[config.mk]
export PLATFORM = sky130hd
export DESIGN_NAME = dp3_bias_sequencer_flat
export DESIGN_NICKNAME = d
export VERILOG_FILES = /design/src/rtl/dp3_bias_sequencer_if.sv /design/src/rtl/dp3_bias_sequencer.sv /design/src/flat_wrapper.sv
export SDC_FILE = /design/constraint.sdc
export NUM_CORES = 1
export LEC_CHECK = 0
export ABC_AREA = 1
export ABC_CLOCK_PERIOD_IN_PS = 7110
export CAP_MARGIN = 20
export CORE_ASPECT_RATIO = 1.4
export CORE_MARGIN = 4
export CORE_UTILIZATION = 51
export DETAILED_ROUTE_END_ITERATION = 10
export HOLD_SLACK_MARGIN = 0.05
export PLACE_DENSITY = 0.86
export REMOVE_ABC_BUFFERS = 1
export SLEW_MARGIN = 20
export SYNTH_ARGS = -nofsm -noshare
export SYNTH_HDL_FRONTEND = slang
export SYNTH_SLANG_ARGS = --single-unit
export TNS_END_PERCENT = 30
[constraint.sdc]
create_clock -name clk -period 7.11 [get_ports clk]
set_clock_uncertainty 0.2 [all_clocks]
set_input_delay 1.422 -clock clk [delete_from_list [all_inputs] [get_ports clk]]
set_output_delay 1.422 -clock clk [all_outputs]
set_load 0.005 [all_outputs]
[src/rtl/dp3_bias_sequencer_if.sv]
// +--------------------------------------------------------------------+
// | dp3_bias_sequencer_if : accumulator/ROM/result bus of the          |
// | layer-3 bias sequencer.                         Rev 1.0            |
// +--------------------------------------------------------------------+
`default_nettype none

interface dp3_bias_sequencer_if #(
  parameter int ACC_W  = 24,
  parameter int ADDR_W = 7,
  parameter int OUT_W  = 16
);
  logic              in_valid;
  logic              in_ready;
  logic [ACC_W-1:0]  in_acc;
  logic [ADDR_W-1:0] rom_addr;
  logic [7:0]        rom_data;
  logic              out_valid;
  logic              out_ready;
  logic [OUT_W-1:0]  out_data;
  logic [ADDR_W-1:0] out_ch;

  modport master (
    output in_valid, in_acc, rom_data, out_ready,
    input  in_ready, rom_addr, out_valid, out_data, out_ch
  );

  modport slave (
    input  in_valid, in_acc, rom_data, out_ready,
    output in_ready, rom_addr, out_valid, out_data, out_ch
  );
endinterface

`default_nettype wire

[src/rtl/dp3_bias_sequencer.sv]
// +--------------------------------------------------------------------+
// | dp3_bias_sequencer : per-channel bias add, rescale and saturate    |
// | for one pixel of layer 3.                       Rev 1.0            |
// +--------------------------------------------------------------------+
`default_nettype none

module dp3_bias_sequencer #(
  parameter int NUM_CH     = 128,
  parameter int ADDR_W     = 7,
  parameter int ACC_W      = 24,
  parameter int BIAS_SHIFT = 8,
  parameter int OUT_SHIFT  = 8,
  parameter int OUT_W      = 16
) (
  input  wire                 clk,
  input  wire                 rst_n,
  input  wire                 start_i,
  output logic                busy_o,
  output logic                done_o,
  dp3_bias_sequencer_if.slave bus
);

  localparam int c_SUM_W = ACC_W + 1;
  localparam logic [ADDR_W-1:0] c_LAST_CH = ADDR_W'(NUM_CH - 1);
  localparam logic signed [c_SUM_W-1:0] c_SAT_MAX =
    {{(c_SUM_W-OUT_W+1){1'b0}}, {(OUT_W-1){1'b1}}};
  localparam logic signed [c_SUM_W-1:0] c_SAT_MIN =
    {{(c_SUM_W-OUT_W+1){1'b1}}, {(OUT_W-1){1'b0}}};

  typedef enum logic [1:0] {
    S_IDLE  = 2'd0,
    S_RUN   = 2'd1,
    S_DRAIN = 2'd2
  } state_e;

  state_e             state_q, state_d;
  logic [ADDR_W-1:0]  ch_q, ch_d;
  logic               done_q, done_d;
  logic               out_valid_q, out_valid_d;
  logic [OUT_W-1:0]   out_data_q, out_data_d;
  logic [ADDR_W-1:0]  out_ch_q, out_ch_d;

  logic signed [c_SUM_W-1:0] w_acc_ext;
  logic signed [c_SUM_W-1:0] w_bias_ext;
  logic signed [c_SUM_W-1:0] w_sum;
  logic signed [c_SUM_W-1:0] w_scaled;
  logic [OUT_W-1:0]          w_clamped;
  logic                      w_in_ready;
  logic                      w_accept;
  logic                      w_out_fire;

  // Bias is placed at the accumulator's fixed point before the add.
  assign w_acc_ext  = {bus.in_acc[ACC_W-1], bus.in_acc};
  assign w_bias_ext = {{(c_SUM_W-8-BIAS_SHIFT){bus.rom_data[7]}},
                       bus.rom_data, {BIAS_SHIFT{1'b0}}};
  assign w_sum      = w_acc_ext + w_bias_ext;
  assign w_scaled   = w_sum >>> OUT_SHIFT;

  always_comb begin
    w_clamped = w_scaled[OUT_W-1:0];
    if (w_scaled > c_SAT_MAX) begin
      w_clamped = {1'b0, {(OUT_W-1){1'b1}}};
    end else if (w_scaled < c_SAT_MIN) begin
      w_clamped = {1'b1, {(OUT_W-1){1'b0}}};
    end
  end

  assign w_in_ready = (state_q == S_RUN) && (!out_valid_q || bus.out_ready);
  assign w_accept   = bus.in_valid && w_in_ready;
  assign w_out_fire = out_valid_q && bus.out_ready;

  always_comb begin
    state_d     = state_q;
    ch_d        = ch_q;
    done_d      = 1'b0;
    out_valid_d = out_valid_q;
    out_data_d  = out_data_q;
    out_ch_d    = out_ch_q;

    // An accept in the same cycle as an output handshake reloads the register.
    if (w_accept) begin
      out_valid_d = 1'b1;
      out_data_d  = w_clamped;
      out_ch_d    = ch_q;
    end else if (w_out_fire) begin
      out_valid_d = 1'b0;
    end

    case (state_q)
      S_IDLE: begin
        if (start_i) begin
          state_d = S_RUN;
          ch_d    = '0;
        end
      end
      S_RUN: begin
        if (w_accept) begin
          if (ch_q == c_LAST_CH) begin
            state_d = S_DRAIN;
          end else begin
            ch_d = ch_q + 1'b1;
          end
        end
      end
      S_DRAIN: begin
        if (w_out_fire) begin
          state_d = S_IDLE;
          ch_d    = '0;
          done_d  = 1'b1;
        end
      end
      default: state_d = S_IDLE;
    endcase
  end

  always_ff @(posedge clk) begin
    if (!rst_n) begin
      state_q     <= S_IDLE;
      ch_q        <= '0;
      done_q      <= 1'b0;
      out_valid_q <= 1'b0;
      out_data_q  <= '0;
      out_ch_q    <= '0;
    end else begin
      state_q     <= state_d;
      ch_q        <= ch_d;
      done_q      <= done_d;
      out_valid_q <= out_valid_d;
      out_data_q  <= out_data_d;
      out_ch_q    <= out_ch_d;
    end
  end

  assign busy_o        = (state_q != S_IDLE);
  assign done_o        = done_q;
  assign bus.in_ready  = w_in_ready;
  assign bus.rom_addr  = ch_q;
  assign bus.out_valid = out_valid_q;
  assign bus.out_data  = out_data_q;
  assign bus.out_ch    = out_ch_q;

endmodule

`default_nettype wire

[src/flat_wrapper.sv]
// flat-port wrapper written by rule: the top's interface ports become plain ports
module dp3_bias_sequencer_flat 
#(
  parameter int NUM_CH     = 128,
  parameter int ADDR_W     = 7,
  parameter int ACC_W      = 24,
  parameter int BIAS_SHIFT = 8,
  parameter int OUT_SHIFT  = 8,
  parameter int OUT_W      = 16
)
  (clk, rst_n, start_i, busy_o, done_o, bus_in_valid, bus_in_acc, bus_rom_data, bus_out_ready, bus_in_ready, bus_rom_addr, bus_out_valid, bus_out_data, bus_out_ch);
  dp3_bias_sequencer_if #(.ACC_W(ACC_W), .ADDR_W(ADDR_W), .OUT_W(OUT_W)) bus_i ();
  input  wire clk;
  input  wire rst_n;
  input  wire start_i;
  output logic busy_o;
  output logic done_o;
  input wire logic [$bits(bus_i.in_valid)-1:0] bus_in_valid;
  input wire logic [$bits(bus_i.in_acc)-1:0] bus_in_acc;
  input wire logic [$bits(bus_i.rom_data)-1:0] bus_rom_data;
  input wire logic [$bits(bus_i.out_ready)-1:0] bus_out_ready;
  output wire logic [$bits(bus_i.in_ready)-1:0] bus_in_ready;
  output wire logic [$bits(bus_i.rom_addr)-1:0] bus_rom_addr;
  output wire logic [$bits(bus_i.out_valid)-1:0] bus_out_valid;
  output wire logic [$bits(bus_i.out_data)-1:0] bus_out_data;
  output wire logic [$bits(bus_i.out_ch)-1:0] bus_out_ch;
  assign bus_i.in_valid = bus_in_valid;
  assign bus_i.in_acc = bus_in_acc;
  assign bus_i.rom_data = bus_rom_data;
  assign bus_i.out_ready = bus_out_ready;
  assign bus_in_ready = bus_i.in_ready;
  assign bus_rom_addr = bus_i.rom_addr;
  assign bus_out_valid = bus_i.out_valid;
  assign bus_out_data = bus_i.out_data;
  assign bus_out_ch = bus_i.out_ch;
  dp3_bias_sequencer #(.NUM_CH(NUM_CH), .ADDR_W(ADDR_W), .ACC_W(ACC_W), .BIAS_SHIFT(BIAS_SHIFT), .OUT_SHIFT(OUT_SHIFT), .OUT_W(OUT_W)) u_core (.clk(clk), .rst_n(rst_n), .start_i(start_i), .busy_o(busy_o), .done_o(done_o), .bus(bus_i));
endmodule
==> metrics.csv <==
stage;metric;value;unit
floorplanning;core;4270;µm²
route;num_vias;2313;
global_routing;grt_max_degree;27;
timing;max_freq;237;MHz
timing;fin_crit_sh;0.593;
timing;finalSetupViolations;0;
timing;rsz0062_at_grt;false;
cells_and_area;fill_cells;374;
clock_tree;cts_root_buffer;clkbuf_8;
logic_synthesis;synth-main-ff-cell;dfxtp_1;
pwr;power_density;176;nW/µm²
worst_setup_path;crit_type;in -> out;
logic_synthesis;yosys_warnings;0;
clock_tree;clock-sinks;34;
route;dr.pass1.iters;4;
clock_tree;path_clk_slew;0.07;ns
worst_setup_path;worst-endpoint-required;5.49;ns
logic_synthesis;synth_area;2290;µm²
outcome;status;finished, final reports clean;
worst_setup_path;crit_arrival;2.59;ns
floorplanning;dieArea;5630;µm²
cells_and_area;n_antenna_cell;0;
clock_tree;clock_tree.buffer_depth;2;
clock_tree;ctsResizeCount;0;
route;met3_length;219;µm
placement;gp_congestion;0.922;
cells_and_area;syn_to_final_growth;32.6;%
logic_synthesis;synth-edff-count;0;
logic_synthesis;synth_top_area_frac;0.298;
floorplanning;initial_core_util;0.535;
route;drc;0;
logic_synthesis;yosysTopAreaCell;dfxtp_1;
timing;hold_violations;0;
timing;period_minus_slack;4.21;ns
pwr;power.leakage;1.39;nW
clock_tree;cts_buffers;5;
floorplanning;die_h;87.2;µm
global_routing;grt_overflow;0;
clock_tree;postCtsSetupRepairBufs;0;
pwr;max-vdd-ir-drop;0.0000875;V
logic_synthesis;synth_area_leaders;dfxtp_1 30%, nand2_1 15%, ha_1 9.3%;
cells_and_area;final_layout_size_suffix_gt1_frac;0.0558;
logic_synthesis;ys_ff_latch;34;
global_routing;grt_usage;0.200;
logic_synthesis;synth.most_common_cell;nand2_1;
route;ant_nets;0;
logic_synthesis;synthArstFlopShare;0;
placement;port_buffers;62;
clock_tree;clk_latency;0.29;ns
clock_tree;h-tree-depth;2;
logic_synthesis;synth_cell_types;30;
floorplanning;ios;71;
timing;fin_hold_ws;0.267;ns
worst_setup_path;startpoint_type;primary input;
floorplanning;die_x;64.6;µm
clock_tree;cts_tree;yes;
logic_synthesis;syn_avg_cell_area;6.55;µm²
logic_synthesis;synth-seq-area-share;0.298;
timing;fin_tns_setup;0;ns
floorplanning;num_rows;28;
timing;slew_violations;0;
global_routing;antenna_found_initial;0;
timing;relSlewSlack;0.551;
global_routing;grt_pass1_wl;9000;µm
route;routed.top_layer;met4;
placement;dp_hpwl;4220;µm
global_routing;grt_pass1_vias;2205;
worst_hold_path;hold_path.class;reg -> reg;
route;vias_per_cell;4.90;
logic_synthesis;ys_top_cells_by_count;90 x nand2_1, 50 x nor2_1, 46 x inv_1, 34 x dfxtp_1, 29 x a21oi_1;
route;wirelength;5240;µm
route;routedWlPerCell;11.1;µm
route;drt-met1-wl;2130;µm
cells_and_area;nets;466;
route;routed-wl-met2;2720;µm
timing;worst_pin_slew;0.672;ns
clock_tree;cts_hold_buf;0;
route;drtIter0Drc;123;
logic_synthesis;synthCells;349;
worst_setup_path;end_kind;output port;
flow_run;cap_viol_max_count;0;
worst_setup_path;path_max_fanout;2;
## flip-flops by register name (all words and copies together) (netlist names)
name                  cells
u_core.done_o             1
u_core.bus.out_data      16
u_core.bus.rom_addr       7
u_core.state_q            2
u_core.bus.out_valid      1
u_core.bus.out_ch         7
## path summary, 6_finish.rpt
check	from	depth (start not counted)	slack, ns	end
worst min register to register	u_core.bus.out_ch[3]	2	0.27	u_core.bus.out_ch[3]
worst max-delay path	bus_out_ready	4	2.90	bus_in_ready
worst min-delay path	u_core.bus.out_ch[3]	2	0.27	u_core.bus.out_ch[3]
worst max register to register	u_core.state_q[0]	7	4.96	u_core.bus.out_data[11]
## cell usage in the layout, fill, tap and decap left out, drive strengths merged, types with 2 or more instances in the layout
master	instances
nand4	3
clkdlybuf4s50	62
ha	17
nand2	96
dfxtp	34
a21oi	30
xnor2	10
xor2	2
o21ai	19
nand3	15
clkbuf	7
and2	2
nor3	5
nor2	55
inv	48
## metrics by stage
step	total power [mW]	utilization	setup slack, ns	cell area (µm²)	std cells
4_1_cts	0.536	0.709	2.89	3030	472
5_1_grt	0.571	0.709	2.82	3030	472
3_5_place_dp	0.391	0.688	2.82	2940	464
2_1_floorplan	0.325	-	3.68	2240	342
6_report	0.534	0.709	2.90	3030	472
3_3_place_gp	0.387	0.688	2.86	2940	464
## area by class of cell
cell class	instances	area (µm²)	area share
Timing Repair Buffer	62	621	0.205
Sequential cell	34	681	0.225
Multi-Input combinational cell	260	1380	0.456
Clock buffer	7	86.3	0.0285
Tap cell	60	75.1	0.0248
Clock inverter	1	5.00	0.00165
Inverter	48	180	0.0595
## power by group
part	switching, mW	total [mW]	internal, mW
Clock	0.0693	0.147	0.0781
Combinational	0.0942	0.176	0.0815
Sequential	0.00872	0.211	0.202
## cells by family after synthesis
logic type	after synthesis	share of synthesized area
AOI/OAI and AO/OA	52	0.123
buffers and inverters	55	0.0974
adders and majority gates	18	0.102
and+or+nand+nor	178	0.334
xor gates and xnor gates	12	0.0460
DFF	34	0.298
## routing by layer
metal  GRT usage  vias to the layer above
met3      0.0375                       15
li1            -                     1228
met5           0                        -
met4       0.123                        0
met2       0.363                       58
met1       0.210                     1012
## worst max-delay path, cell delays in order
cell,delay (ns)
clkdlybuf4s50_1,0.48
nor2_1,0.08
nor2_4,0.11
clkdlybuf4s50_1,0.51
Note: power is estimated with default switching activity, not from simulation.
